<file path="src/rtl/seg_scan_encoder_if.sv">
// Load handshake and display-scan signals of the seg_scan_encoder.
// The master side offers digit banks and scan enable; the slave side drives the display.
interface seg_scan_encoder_if #(
  parameter int NUM_DIGITS = 6
);
  logic                    en;
  logic                    wr_valid;
  logic [4*NUM_DIGITS-1:0] wr_data;
  logic                    wr_ready;
  logic [2:0]              v;
  logic [6:0]              seg;
  logic                    frame_start;

  modport master (
    output en, wr_valid, wr_data,
    input  wr_ready, v, seg, frame_start
  );

  modport slave (
    input  en, wr_valid, wr_data,
    output wr_ready, v, seg, frame_start
  );
endinterface

</file>
<file path="src/rtl/seg_scan_encoder.sv">
// Time-multiplexed 7-segment scan driver with a double-buffered digit bank.
// Emits select code v = index + 2 and the hex pattern of the selected digit.
module seg_scan_encoder #(
  parameter int NUM_DIGITS     = 6,
  parameter int TICK_DIV       = 100000,
  parameter bit ACTIVE_LOW_SEG = 1'b1
) (
  input logic              clk,
  input logic              rst,
  seg_scan_encoder_if.slave bus
);

  typedef enum logic {IDLE, SCAN} state_t;

  localparam int              PW        = (TICK_DIV > 1) ? $clog2(TICK_DIV) : 1;
  localparam int              BW        = 4 * NUM_DIGITS;
  localparam logic [PW-1:0]   PRESC_MAX = PW'(TICK_DIV - 1);
  localparam logic [2:0]      LAST_IDX  = 3'(NUM_DIGITS - 1);
  localparam logic [2:0]      CODE_BASE = 3'b010;
  localparam logic [6:0]      BLANK     = ACTIVE_LOW_SEG ? 7'h7F : 7'h00;

  state_t        state;
  logic [PW-1:0] presc;
  logic [2:0]    index;
  logic [BW-1:0] active;
  logic [BW-1:0] shadow;
  logic          shadow_full;
  logic [2:0]    v_q;
  logic [6:0]    seg_q;
  logic          frame_start_q;
  logic          accept;

  // Active-high hex pattern {g,f,e,d,c,b,a}, then polarity applied.
  function automatic logic [6:0] encode(input logic [3:0] n);
    logic [6:0] p;
    case (n)
      4'h0: p = 7'h3F;  4'h1: p = 7'h06;  4'h2: p = 7'h5B;  4'h3: p = 7'h4F;
      4'h4: p = 7'h66;  4'h5: p = 7'h6D;  4'h6: p = 7'h7D;  4'h7: p = 7'h07;
      4'h8: p = 7'h7F;  4'h9: p = 7'h6F;  4'hA: p = 7'h77;  4'hB: p = 7'h7C;
      4'hC: p = 7'h39;  4'hD: p = 7'h5E;  4'hE: p = 7'h79;  default: p = 7'h71;
    endcase
    return p ^ {7{ACTIVE_LOW_SEG}};
  endfunction

  function automatic logic [3:0] pick(input logic [BW-1:0] bank, input logic [2:0] idx);
    logic [3:0] n;
    n = 4'h0;
    for (int k = 0; k < NUM_DIGITS; k++)
      if (idx == 3'(k)) n = bank[4*k +: 4];
    return n;
  endfunction

  // The shadow is free whenever nothing is pending; a pending bank blocks new writes.
  assign accept = bus.wr_valid && !shadow_full;

  // NOTE: all state below is updated with non-blocking assignments so every
  // register samples pre-edge values, independent of statement order.
  always_ff @(posedge clk) begin
    if (rst) begin
      state         <= IDLE;
      presc         <= '0;
      index         <= '0;
      active        <= '0;
      shadow        <= '0;
      shadow_full   <= 1'b0;
      v_q           <= CODE_BASE;
      seg_q         <= BLANK;
      frame_start_q <= 1'b0;
    end else begin
      frame_start_q <= 1'b0;

      if (accept) begin
        shadow      <= bus.wr_data;
        shadow_full <= 1'b1;
      end

      case (state)
        IDLE: begin
          presc <= '0;
          index <= '0;
          v_q   <= CODE_BASE;
          if (shadow_full) begin
            active      <= shadow;
            shadow_full <= 1'b0;
          end
          // Entering SCAN shows digit 0 at once, using the bank being copied this edge.
          if (bus.en) begin
            state <= SCAN;
            seg_q <= encode(pick(shadow_full ? shadow : active, 3'd0));
          end else begin
            seg_q <= BLANK;
          end
        end

        SCAN: begin
          if (!bus.en) begin
            state <= IDLE;
            presc <= '0;
            index <= '0;
            v_q   <= CODE_BASE;
            seg_q <= BLANK;
          end else if (presc == PRESC_MAX) begin
            presc <= '0;
            // Blank for one cycle while the select code moves, to avoid ghosting.
            seg_q <= BLANK;
            if (index == LAST_IDX) begin
              index         <= '0;
              v_q           <= CODE_BASE;
              frame_start_q <= 1'b1;
              if (shadow_full) begin
                active      <= shadow;
                shadow_full <= 1'b0;
              end
            end else begin
              index <= index + 3'd1;
              v_q   <= index + 3'd3;
            end
          end else begin
            presc <= presc + PW'(1);
            seg_q <= encode(pick(active, index));
          end
        end

        default: state <= IDLE;
      endcase
    end
  end

  assign bus.wr_ready    = ~shadow_full;
  assign bus.v           = v_q;
  assign bus.seg         = seg_q;
  assign bus.frame_start = frame_start_q;

endmodule

</file>
<file path="src/flat_wrapper.sv">
// flat-port wrapper written by rule: the top's interface ports become plain ports
module seg_scan_encoder_flat 
#(
  parameter int NUM_DIGITS     = 6,
  parameter int TICK_DIV       = 100000,
  parameter bit ACTIVE_LOW_SEG = 1'b1
)
  (clk, rst, bus_en, bus_wr_valid, bus_wr_data, bus_wr_ready, bus_v, bus_seg, bus_frame_start);
  seg_scan_encoder_if #(.NUM_DIGITS(NUM_DIGITS)) bus_i ();
  input logic clk;
  input logic rst;
  input wire logic [$bits(bus_i.en)-1:0] bus_en;
  input wire logic [$bits(bus_i.wr_valid)-1:0] bus_wr_valid;
  input wire logic [$bits(bus_i.wr_data)-1:0] bus_wr_data;
  output wire logic [$bits(bus_i.wr_ready)-1:0] bus_wr_ready;
  output wire logic [$bits(bus_i.v)-1:0] bus_v;
  output wire logic [$bits(bus_i.seg)-1:0] bus_seg;
  output wire logic [$bits(bus_i.frame_start)-1:0] bus_frame_start;
  assign bus_i.en = bus_en;
  assign bus_i.wr_valid = bus_wr_valid;
  assign bus_i.wr_data = bus_wr_data;
  assign bus_wr_ready = bus_i.wr_ready;
  assign bus_v = bus_i.v;
  assign bus_seg = bus_i.seg;
  assign bus_frame_start = bus_i.frame_start;
  seg_scan_encoder #(.NUM_DIGITS(NUM_DIGITS), .TICK_DIV(TICK_DIV), .ACTIVE_LOW_SEG(ACTIVE_LOW_SEG)) u_core (.clk(clk), .rst(rst), .bus(bus_i));
endmodule
</file>
<file path="config.mk">
export PLATFORM = sky130hd
export DESIGN_NAME = seg_scan_encoder_flat
export DESIGN_NICKNAME = d
export VERILOG_FILES = /design/src/rtl/seg_scan_encoder_if.sv /design/src/rtl/seg_scan_encoder.sv /design/src/flat_wrapper.sv
export SDC_FILE = /design/constraint.sdc
export NUM_CORES = 1
export LEC_CHECK = 0
export CAP_MARGIN = 20
export CORE_MARGIN = 3
export CORE_UTILIZATION = 50
export DETAILED_ROUTE_END_ITERATION = 16
export PLACE_DENSITY = 0.72
export SETUP_SLACK_MARGIN = 0.1
export SYNTH_ARGS = -nofsm -noshare
export SYNTH_HDL_FRONTEND = slang
export SYNTH_SLANG_ARGS = --single-unit
</file>
<file path="constraint.sdc">
create_clock -name clk -period 5.05 [get_ports clk]
set_clock_uncertainty 0.2 [all_clocks]
set_input_delay 0.7575 -clock clk [delete_from_list [all_inputs] [get_ports clk]]
set_output_delay 0.7575 -clock clk [all_outputs]
set_load 0.02 [all_outputs]
</file>
# Word-level counts from Yosys, hierarchy flattened
# Memories as Yosys holds them, arrays and structs flattened.
# Cells that the tools add are included.
# op_classes
addsub,3
eq_ne,10
muxes,48
n_reduce_logical,5
n_bitwise,6
# ops
op,count
$mux W24,4
$mux W7,10
$mux W4,13
$pmux W24 S2,1
$mux W17,2
$pmux W17 S2,1
$mux W3,6
$add A17 B1 Y17 const B,1
$eq A17 B17 Y1 const B,1
$not A7 Y7,2
$pmux W7 S2,1
$pmux W3 S2,2
$mux W1,7
$eq A3 B2 Y1 const B,2
$eq A3 B3 Y1 const B,2
$ne A2 B2 Y1 const B,3
$not A1 Y1,4
$reduce_or A4 Y1,1
$add A3 B1 Y3 const B,1
$add A3 B2 Y3 const B,1
$eq A3 B1 Y1 const B,1
$logic_not A3 Y1,1
$ne A3 B3 Y1 const B,1
$reduce_and A3 Y1,1
other kinds (3),3
# word_totals
register_bits,81
out_inout_bits,12
rom_bits,224
inputBits,28
n_memories,2
elab_cells,83
# mem_list
name,depth,width,rd,rd_clocked_by_memory_dff,write_ports,line,rtl
(name not given),16,7,1,0,0,seg_scan_encoder.sv:36,case (n)
(name not given),16,7,1,0,0,seg_scan_encoder.sv:36,

# Depth between registers and ports, before layout
# Gate-level depths: netlist of the first run.
# An unclocked memory read counts as a cell.
# logic_depth
word_depth,20
depth_mapped,14

# Worst setup path before layout of the first run
# OpenSTA, ideal clock, no wires.
# synth_timing
path_kind,register -> register
startpoint,register u_core.index[1]
endpoint,"register u_core.seg_q[3], in the netlist u_core.bus.seg[3]"
n_path_buf,2
slack_ns,2.181
setup_time_ns,0.131
arrival_ns,2.538
required_time_ns,4.719
path_stages_with_launch,14
cell_sequence,dfxtp_1 -> inv_1 -> ha_1 -> buf_2 -> buf_2 -> nand3b_1 -> a2111oi_0 -> o22a_1 -> inv_1 -> ha_1 -> inv_1 -> o211ai_1 -> o32ai_1 -> o21ai_1
# synth_via
elab_chain_cells,20
# synth_rtl
item,line,rtl
start: declaration,seg_scan_encoder.sv:24,logic [2:0] index;
start signal: assignment,seg_scan_encoder.sv:115,index <= index + 3'd1;
$logic_not A3 Y1,seg_scan_encoder.sv:49,if (idx == 3'(k)) n = bank[4*k +: 4];
$mux W4 (5 in series),seg_scan_encoder.sv:49,
$mux W4 (*),seg_scan_encoder.sv:49,
$mux W4 (*),seg_scan_encoder.sv:102,end else if (presc == PRESC_MAX) begin
$mux W4 (*),seg_scan_encoder.sv:96,if (!bus.en) begin
$mux W4 (*),seg_scan_encoder.sv:77,case (state)
$mux W4 (*),seg_scan_encoder.sv:59,if (rst) begin
$mem_v2 Z16 W7 (*),--,
$mux W7 (*),seg_scan_encoder.sv:102,
$mux W7 (*),seg_scan_encoder.sv:96,
$mux W7 (*),seg_scan_encoder.sv:77,
$mux W7 (*),seg_scan_encoder.sv:59,
$not A7 Y7 (no line) (*),--,
$mux W7 (*),seg_scan_encoder.sv:102,
$mux W7 (*),seg_scan_encoder.sv:96,
$pmux W7 S2 (*),seg_scan_encoder.sv:77,
end signal: assignment,seg_scan_encoder.sv:89,"seg_q <= encode(pick(shadow_full ? shadow : active, 3'd0));"
end signal: assignment,seg_scan_encoder.sv:120,"seg_q <= encode(pick(active, index));"
end: declaration,seg_scan_encoder.sv:29,logic [6:0] seg_q;
# Every way passes the cells marked *; elsewhere a longest branch is shown, timed or not. The select of a mux whose other input is x is not followed.
# A chain may end at the register's enable or synchronous reset.

# Final worst setup path of the first run
# Ends and elaborated chain as after synthesis.

==> out/metrics.csv, run 1 <==
metric,value,unit
status,completed,
Synth top area share,41.8,%
Non-Filler Instances,606,
Via-to-Cell Ratio,5.33,
fin crit period,3.23,ns
Lkg Pwr,1.54,nW
cell repeated most along the worst path,inv_1,
period utilisation layout,64.0,%
Synth Register Bits,80,
final total power,1.23,mW
Overall Global Routing Usage,19.7,%
largest area contributor in the netlist,dfxtp_1,
pin count of the biggest net entering global routing,51,
Hold Path Depth,2,
CTS Buffer Depth,2,
post-route setup slack,1.82,ns
drt total wl,8030,um
DP Cell Count,592,
synthesis-to-layout area growth,14.8,%
Initial DRT Pass Iterations,4,
CORE AREA,7330,sq um
"Seq/Total Area, Yosys",41.8,%
Die H,93.6,um
unrepaired setup endpoints after global routing,false,
max-slew violations,0,
"Warnings, synthesis",0,
RR Endpoint,u_core.bus.seg[3],
layout cells sized above 1,5.33,%
final estimated routing congestion in global placement,0.890,
clock power share,37.2,%
switching pwr,291,uW
"Req. time, crit path",5.07,ns
Ports,40,
Post-synth EDFFs,0,
synthesized area,3830,sq um
WHS Endpoint,u_core.active[5],
sequential share of power,54.0,%
r2r setup slk,1.82,ns
async set-reset flop share out of synthesis,0,%
Min-Delay Path Class,reg -> reg,
H-tree level count,3,
Max VDD drop,0.166,mV
fin nets,551,
worst r2r path cells,11,
Crit Path Class,reg -> reg,
f_max,0.309,GHz
vias in the first global route,3034,
postcts setup bufs,0,
final antenna-violating net count,0,
initial antenna violation count,0,
switching part of the total,23.7,%
WL/cell,13.3,um
Resized cells post-CTS,0,
Cell Rows,31,
# diodes,0,
DP Area,4220,sq um
critical path arrival,3.26,ns
CP endpoint kind,flop,
largest cells by area after synthesis,"dfxtp_1 42%, nand2_1 11%, a21oi_1 7.6%, ha_1 6.2%, nor2_1 3.8%",
Port Buf Inserts,39,
dpl hpwl,5700,um
total CTS buffers,9,
syn avg cell area,7.99,sq um
Final Hold Viols,0,
Critical Path Max Stage Delay,0.51,ns
grt ovf,0,
DR vias,3231,
"CTS clk-pin slew, worst paths",0.07,ns
Power Internal,936,uW
Post-Synthesis Cells,480,
crit path max-delay cell type,ha_1,
worst hold start,u_core.shadow[5],
Final Util,60.0,%
global-route wire length before repair,13800,um
CP cell instances,inv_1 -> ha_1 -> a21oi_1 -> a2111oi_0 -> o22a_1 -> inv_1 -> ha_1 -> inv_1 -> o211ai_1 -> o32ai_1 -> o21ai_1,
Fill cells,679,
# Max-Cap Violations,0,
worst-path fanout max,18,
slew margin rel.,39.4,%
combinational cell fraction of total power,8.8,%
synth unique cells,52,
CTS Hold Bufs,0,
worst skew pair latency,0.35,ns
setup TNS,0,ns
Hold Worst Slack,0.252,ns
Die X,93.6,um
Reg2Reg Launch Point,u_core.index[1],
1st-iter DRT viols,191,
CTS tree,yes,
clock sinks,80,
Startpoint Class,flop,
Initial Util,52.3,%
final setup violation count,0,
root buf cell,clkbuf_8,
design area,4400,sq um
Post-Syn Nets,527,
Synth Flop Type,dfxtp_1,
drt drc,0,
die area,8760,sq um
pwr/cell area,279,nW/um^2
Slew @ Worst Pin,0.909,ns
dpl ws,1.85,ns
==> flip-flops by register name, summed over array words and instances (netlist names) <==
signal and count:
u_core.presc 17, u_core.bus.frame_start 1, u_core.shadow 24, u_core.shadow_full 1, u_core.state 1, u_core.bus.seg 7
u_core.active 24, u_core.bus.v 3, u_core.index 2
==> per-layer routing <==
metal	part of all wire, %	track usage [%]	vias to the layer above
met1	49	25.7	1474
li1	-	-	1670
met5	0	0	-
met3	4.6	4.91	12
met4	1.6	6.38	0
met2	45	32.0	75
==> synthesized netlist by cell type, types with 3 or more instances <==
cell and count:
a211oi_1 5, nor2_1 39, dfxtp_1 80, buf_2 8, nand3_1 15, and2_1 3, a31oi_1 6, nand3b_1 4
o21ai_0 9, mux2_2 6, mux2i_1 5, o22ai_1 3, a311oi_1 4, clkbuf_1 14, inv_1 14, xor2_1 8
or3_1 3, nor2b_1 7, a21oi_1 58, ha_1 19, nand2_1 116, xnor2_1 8, a2111oi_0 3, buf_6 3
nor3_1 5, and3_1 5
==> critical path, delay by kind of cell, from the launching register on <==
kind / cells / cell delay (ns)
AOI/OAI and AO/OA: 6 / 1.42
adders and majority gates: 2 / 0.81
buffers and inverters: 3 / 0.33
DFF: 1 / 0.35
==> power by group through the flow <==
stage,combinational (mW),clock (mW),sequential [mW]
final,0.108,0.457,0.662
after global routing,0.122,0.495,0.665
after CTS,0.109,0.464,0.662
after detailed placement,0.108,0,0.677
after global placement,0.106,0,0.677
after floorplan,0.0662,0,0.678
==> placed cells by master, fill, tap and decap left out, types with 6 or more instances in the layout <==
| cell | synthesis | layout |
|---|---|---|
| nand2_1 | 116 | 116 |
| dfxtp_1 | 80 | 80 |
| a21oi_1 | 58 | 58 |
| nor2_1 | 39 | 39 |
| clkdlybuf4s50_1 | 0 | 38 |
| ha_1 | 19 | 19 |
| nand3_1 | 15 | 15 |
| inv_1 | 14 | 14 |
| clkbuf_8 | 0 | 10 |
| o21ai_0 | 9 | 9 |
| xnor2_1 | 8 | 8 |
| xor2_1 | 8 | 8 |
| nor2b_1 | 7 | 7 |
| mux2_2 | 6 | 6 |
| a31oi_1 | 6 | 6 |
==> area by class of cell <==
| cell class | count | area, sq um | share of cell area (%) |
|---|---|---|---|
| Timing Repair Buffer | 41 | 400 | 9.10 |
| Multi-Input combinational cell | 358 | 2040 | 46.3 |
| Tap cell | 99 | 124 | 2.81 |
| Clock inverter | 3 | 43.8 | 0.995 |
| Clock buffer | 11 | 141 | 3.21 |
| Sequential cell | 80 | 1600 | 36.4 |
| Inverter | 14 | 52.6 | 1.19 |
==> worst max-delay path by stage <==
stage | startpoint | endpoint | cells past startpoint
after floorplan | u_core.index[1] | u_core.bus.seg[3] | 13
after global placement | rst | u_core.bus.seg[0] | 7
after detailed placement | u_core.index[1] | u_core.bus.seg[0] | 11
after CTS | u_core.index[1] | u_core.bus.seg[0] | 11
after global routing | u_core.index[1] | u_core.bus.seg[0] | 11
final | u_core.index[1] | u_core.bus.seg[3] | 11
==> kinds of logic after synthesis <==
family                   after synthesis  share of synthesized area [%]
AND/OR/NAND/NOR                      204                           23.0
buffers and inverters                 42                           5.09
XOR/XNOR                              16                           3.65
flip-flops                            80                           41.8
adder cells (fa/ha/maj)               19                           6.20
AO/OA/AOI/OAI                        108                           17.2
multiplexers                          11                           3.07
Power figures use the tool's default switching activity.
==> run 2: changes to the inputs <==
==> constraint.sdc (replaced) <==
create_clock -name clk -period 3.35 [get_ports clk]
set_clock_uncertainty 0.2 [all_clocks]
set_input_delay 0.5025 -clock clk [delete_from_list [all_inputs] [get_ports clk]]
set_output_delay 0.5025 -clock clk [all_outputs]
set_load 0.02 [all_outputs]
==> run 2 against run 1 <==
Against the previous run:
- cell area rose by 0.88%
- first-iteration DRC count fell by 21%
- sequential share of layout area decreased by 0.32 points
- clock-buffer cell count decreased by 1
- register-to-register slack worse by 1.5 ns
- routed wire length is 4.4% higher
- critical endpoint unchanged
- largest cell class unchanged
==> out/metrics.csv, run 2 (synthesis gave the netlist of run 1 again) <==
metric,value,unit,change
clock sinks,80,,unchanged
synthesis-to-layout area growth,15.8,%,
DR vias,3286,,+1.7%
Final Hold Viols,0,,unchanged
Ports,40,,unchanged
worst r2r path cells,11,,unchanged
status,completed,,
CP endpoint kind,flop,,
post-route setup slack,0.334,ns,-1.48 ns
final setup violation count,0,,unchanged
r2r setup slk,0.33,ns,-1.48 ns
worst-path fanout max,9,,-9
1st-iter DRT viols,150,,-21%
setup TNS,0,ns,unchanged
Overall Global Routing Usage,20.3,%,+0.54 points
drt drc,0,,unchanged
design area,4440,sq um,+0.88%
grt ovf,0,,unchanged
unrepaired setup endpoints after global routing,false,,
critical path arrival,3.04,ns,-0.22 ns
combinational cell fraction of total power,9.1,%,+0.3 points
pwr/cell area,412,nW/um^2,+48%
Reg2Reg Launch Point,u_core.bus.v[0],,
Die X,93.6,um,unchanged
period utilisation layout,90.0,%,+26 points
final total power,1.83,mW,+49%
Power Internal,1.39,mW,+49%
Min-Delay Path Class,reg -> reg,,
Crit Path Class,reg -> reg,,
# diodes,0,,unchanged
final estimated routing congestion in global placement,0.865,,-2.8%
# Max-Cap Violations,0,,unchanged
Hold Path Depth,2,,unchanged
DP Cell Count,597,,+0.84%
slew margin rel.,48.6,%,+9.2 points
vias in the first global route,3112,,+2.6%
clock power share,36.3,%,-0.9 points
Slew @ Worst Pin,0.750,ns,-0.159 ns
RR Endpoint,u_core.bus.seg[3],,
most frequent cells in the layout,"116 x nand2_1, 80 x dfxtp_1, 58 x a21oi_1, 39 x nor2_1, 38 x clkdlybuf4s50_1",,
switching pwr,439,uW,+51%
switching part of the total,24.0,%,+0.26 points
Final Util,60.6,%,+0.53 points
Max VDD drop,0.258,mV,+56%
postcts setup bufs,0,,unchanged
pin count of the biggest net entering global routing,50,,-2.0%
dpl hpwl,5980,um,+4.9%
CTS Buffer Depth,2,,unchanged
H-tree level count,3,,unchanged
Top Registers,"u_core.active: 24 flops, u_core.shadow: 24 flops, u_core.presc: 17 flops",,
Initial DRT Pass Iterations,5,,+1
Fill cells,678,,-0.15%
total CTS buffers,9,,unchanged
layout cells sized above 1,6.84,%,+1.5 points
max-slew violations,0,,unchanged
dpl ws,0.211,ns,-1.64 ns
worst hold start,u_core.shadow[1],,
WL/cell,13.7,um,+3.5%
f_max,0.332,GHz,+7.2%
Via-to-Cell Ratio,5.38,,+0.87%
"commonest non-fill, non-tap cell in the layout",nand2_1,,
sequential share of power,54.6,%,+0.6 points
Hold Worst Slack,0.254,ns,+0.00199 ns
Initial Util,52.3,%,unchanged
Startpoint Class,flop,,
CTS tree,yes,,
"CTS clk-pin slew, worst paths",0.08,ns,about the same
DP Area,4250,sq um,+0.89%
drt total wl,8380,um,+4.4%
worst skew pair latency,0.35,ns,about the same
root buf cell,clkbuf_8,,
Cell Rows,31,,unchanged
Non-Filler Instances,611,,+0.83%
fin crit period,3.02,ns,-0.218 ns
global-route wire length before repair,14200,um,+2.6%
"Req. time, crit path",3.38,ns,-1.69 ns
Lkg Pwr,1.56,nW,+1.1%
Die H,93.6,um,unchanged
initial antenna violation count,0,,unchanged
final antenna-violating net count,0,,unchanged
Port Buf Inserts,39,,unchanged
die area,8760,sq um,unchanged
WHS Endpoint,u_core.shadow[1],,
fin nets,556,,+0.91%
CORE AREA,7330,sq um,unchanged
## run 2: cell types whose count changed in the layout (fill, tap and decap cells not counted)
cell	previous run	this run
buf_4	2	7
ha_1	19	17
ha_2	0	2
clkbuf_8	10	9
clkinv_2	1	2
clkinv_4	1	0
clkinvlp_4	0	1
o22ai_1	3	2
o22ai_2	0	1
## run 2: layout make-up
class	instances	area [sq um]	share of cell area (%)
Sequential cell	80	1600	36.1
Tap cell	99	124	2.79
Multi-Input combinational cell	358	2050	46.2
Inverter	14	52.6	1.18
Clock buffer	10	128	2.87
Clock inverter	4	47.5	1.07
Timing Repair Buffer	46	438	9.86
## run 2: worst max-delay path: stages, from the launching register on
cell and delay, ns:
dfxtp_1 0.40, inv_1 0.12, ha_1 0.31, nor2b_1 0.16, a2111oi_0 0.36, o22a_1 0.31, inv_1 0.13, ha_1 0.31
inv_1 0.09, o211ai_1 0.11, o32ai_1 0.30, o21ai_1 0.10
## run 2: metal layers
metal  routed length, um  global-route usage (%)  vias up
met1                4080                    26.4     1534
met3                 302                    3.70        6
met2                3930                    33.4       62
met4                  71                    7.58        0
met5                   0                       0        -
li1                    -                       -     1684
## run 2: power groups by stage
stage	Clock (mW)	Combinational, mW	Sequential, mW
floorplan	0	0.0997	1.02
global placement	0	0.164	1.02
detailed placement	0	0.167	1.02
CTS	0.681	0.168	0.999
global route	0.725	0.185	1.00
finish	0.664	0.166	0.999
## run 2: what timing repair did
item,4_1_cts,5_1_grt
endpoints found under the setup margin,0,4
gates resized for setup,0,3
hold buffers,0,0
endpoints found under the hold margin,0,0
## run 2: how the worst max path moves through the flow
| stage | depth (start not counted) | endpoint | slack (ns) | from |
|---|---|---|---|---|
| after detailed placement | 11 | u_core.bus.seg[0] | 0.21 | u_core.index[1] |
| final | 11 | u_core.bus.seg[3] | 0.33 | u_core.bus.v[0] |
| after global routing | 10 | u_core.bus.seg[0] | 0.14 | u_core.bus.v[0] |
| after CTS | 11 | u_core.bus.seg[0] | 0.18 | u_core.index[1] |
| after floorplan | 13 | u_core.bus.seg[3] | 0.48 | u_core.index[1] |
| after global placement | 11 | u_core.bus.seg[0] | 0.39 | u_core.index[1] |
==> run 3: changes to the inputs <==
--- a/config.mk
+++ b/config.mk
@@ -6,7 +6,6 @@
 export NUM_CORES = 1
 export LEC_CHECK = 0
 export CAP_MARGIN = 20
-export CORE_MARGIN = 3
 export CORE_UTILIZATION = 50
 export DETAILED_ROUTE_END_ITERATION = 16
 export PLACE_DENSITY = 0.72
@@ -14,3 +13,4 @@
 export SYNTH_ARGS = -nofsm -noshare
 export SYNTH_HDL_FRONTEND = slang
 export SYNTH_SLANG_ARGS = --single-unit
+export TNS_END_PERCENT = 20
==> constraint.sdc (replaced) <==
create_clock -name clk -period 3.35 [get_ports clk]
set_clock_uncertainty 0.2 [all_clocks]
set_input_delay 0.67 -clock clk [delete_from_list [all_inputs] [get_ports clk]]
set_output_delay 0.67 -clock clk [all_outputs]
set_load 0.02 [all_outputs]
==> run 3 against run 2 <==
Against the previous run:
- cell area rose by 0.87%
- routed wire length fell by 2.9%
- global-route usage rose by 1.5 points
- non-clock buffer count rose by 1
- combinational power barely moved
==> out/metrics.csv, run 3 (synthesis gave the netlist of run 1 again) <==
metric,value,unit,change
Startpoint Class,flop,,
dpl hpwl,5890,um,-1.6%
Die X,89.6,um,-4.3%
Initial DRT Pass Iterations,4,,-1
1st-iter DRT viols,190,,+27%
Slew @ Worst Pin,0.779,ns,+0.0291 ns
CORE AREA,7330,sq um,unchanged
layout cells sized above 1,7.38,%,+0.54 points
fin crit period,2.97,ns,-0.0479 ns
Lkg Pwr,1.57,nW,+0.97%
Final Util,61.1,%,+0.53 points
Port Buf Inserts,39,,unchanged
DR vias,3219,,-2.0%
max-slew violations,0,,unchanged
f_max,0.337,GHz,+1.6%
Crit Path Class,reg -> reg,,
DP Cell Count,598,,+0.17%
Min-Delay Path Class,reg -> reg,,
setup TNS,0,ns,unchanged
clock sinks,80,,unchanged
"commonest non-fill, non-tap cell in the layout",nand2_1,,
# Max-Cap Violations,0,,unchanged
Final Hold Viols,0,,unchanged
drt total wl,8140,um,-2.9%
total CTS buffers,9,,unchanged
Max VDD drop,0.289,mV,+12%
pin count of the biggest net entering global routing,50,,unchanged
most frequent cells in the layout,"116 x nand2_1, 80 x dfxtp_1, 58 x a21oi_1, 39 x nor2_1, 39 x clkdlybuf4s50_1",,
Cell Rows,31,,unchanged
status,completed,,
Hold Path Depth,2,,unchanged
CTS tree,yes,,
Top Registers,"u_core.active: 24 flops, u_core.shadow: 24 flops, u_core.presc: 17 flops",,
Initial Util,52.3,%,unchanged
root buf cell,clkbuf_8,,
worst-path fanout max,9,,unchanged
pwr/cell area,423,nW/um^2,+2.6%
grt ovf,0,,unchanged
final antenna-violating net count,0,,unchanged
"CTS clk-pin slew, worst paths",0.09,ns,about the same
Die H,89.6,um,-4.3%
final estimated routing congestion in global placement,0.870,,+0.65%
dpl ws,0.167,ns,-0.0438 ns
unrepaired setup endpoints after global routing,true,,
vias in the first global route,2862,,-8.0%
post-route setup slack,0.382,ns,+0.0479 ns
worst skew pair latency,0.35,ns,about the same
worst r2r path cells,10,,-1
Non-Filler Instances,614,,+0.49%
critical path arrival,3.00,ns,-0.04 ns
final setup violation count,0,,unchanged
CTS Buffer Depth,2,,unchanged
period utilisation layout,88.6,%,-1.4 points
Overall Global Routing Usage,21.8,%,+1.5 points
postcts setup bufs,0,,unchanged
fin nets,557,,+0.18%
# diodes,0,,unchanged
Critical Path Max Stage Delay,0.42,ns,+0.02 ns
WL/cell,13.3,um,-3.4%
"Req. time, crit path",3.38,ns,about the same
crit path max-delay cell type,dfxtp_1,,
synthesis-to-layout area growth,16.8,%,
CP cell instances,inv_1 -> ha_1 -> nor2b_1 -> a2111oi_0 -> o22a_2 -> inv_1 -> ha_1 -> a2111oi_1 -> a31oi_1 -> o311a_1,,
H-tree level count,3,,unchanged
global-route wire length before repair,13400,um,-6.0%
Ports,40,,unchanged
CP endpoint kind,flop,,
drt drc,0,,unchanged
slew margin rel.,48.0,%,-0.64 points
Via-to-Cell Ratio,5.24,,-2.5%
initial antenna violation count,0,,unchanged
die area,8020,sq um,-8.4%
[run 3: cell count changes in the layout (fill, tap and decap cells not counted), sizes merged]
cell | previous run | this run
clkdlybuf4s50 | 38 | 39
clkinvlp | 1 | 2
inv | 14 | 15
[run 3: routing by layer]
| layer | routed length [um] | global-route usage (%) | part of all wire [%] | vias to the layer above |
|---|---|---|---|---|
| met5 | 0 | 0 | 0 | - |
| met4 | 60 | 8.66 | 0.74 | 0 |
| met3 | 281 | 3.93 | 3.5 | 4 |
| met2 | 3750 | 33.5 | 46 | 52 |
| met1 | 4050 | 30.2 | 50 | 1471 |
| li1 | - | - | - | 1692 |
[run 3: per-stage QoR]
| step | cell area (sq um) | power [mW] | hold WS (ns) |
|---|---|---|---|
| finish | 4480 | 1.89 | 0.254 |
| global route | 4480 | 1.99 | 0.276 |
| CTS | 4470 | 1.91 | 0.257 |
| detailed placement | 4270 | 1.19 | 0.247 |
| global placement | 4270 | 1.19 | 0.241 |
| floorplan | 3830 | 1.12 | 0.230 |
[run 3: where the power goes]
group / internal (mW) / leakage (nW) / total (mW) / switching (mW)
registers: 0.980 / 0.651 / 0.999 / 0.0184
clock network: 0.367 / 0.0989 / 0.727 / 0.359
logic: 0.0776 / 0.824 / 0.168 / 0.0900
total: 1.43 / 1.57 / 1.89 / 0.468
[run 3: cell type report]
type                            instances  area [sq um]
Fill cell                             663          2850
Multi-Input combinational cell        358          2050
Tap cell                               99           124
Inverter                               14          52.6
Timing Repair Buffer                   47           450
Clock inverter                          6          67.6
Clock buffer                           10           138
Sequential cell                        80          1600
[run 3: path summary, 6_finish.rpt]
check | from | to | slack, ns
setup / recovery | u_core.bus.v[0] | u_core.bus.seg[0] | 0.38
hold reg to reg | u_core.shadow[7] | u_core.active[7] | 0.25
hold / removal | u_core.shadow[7] | u_core.active[7] | 0.25
setup reg to reg | u_core.bus.v[0] | u_core.bus.seg[0] | 0.38
[run 3: worst max-delay path, delay by kind of cell (launching register included)]
kind	cells	cell delay (ns)
buffers and inverters	2	0.23
AO/OA/AOI/OAI	5	1.29
AND/OR/NAND/NOR	1	0.17
adder cells (fa/ha/maj)	2	0.54
flip-flops	1	0.42
[run 3: repair_timing]
| action | in CTS | in global routing |
|---|---|---|
| gates resized for setup | 0 | 4 |
| hold buffers | 0 | 0 |
| endpoints found under the setup margin | 0 | 4 |
| hold endpoints to repair | 0 | 0 |
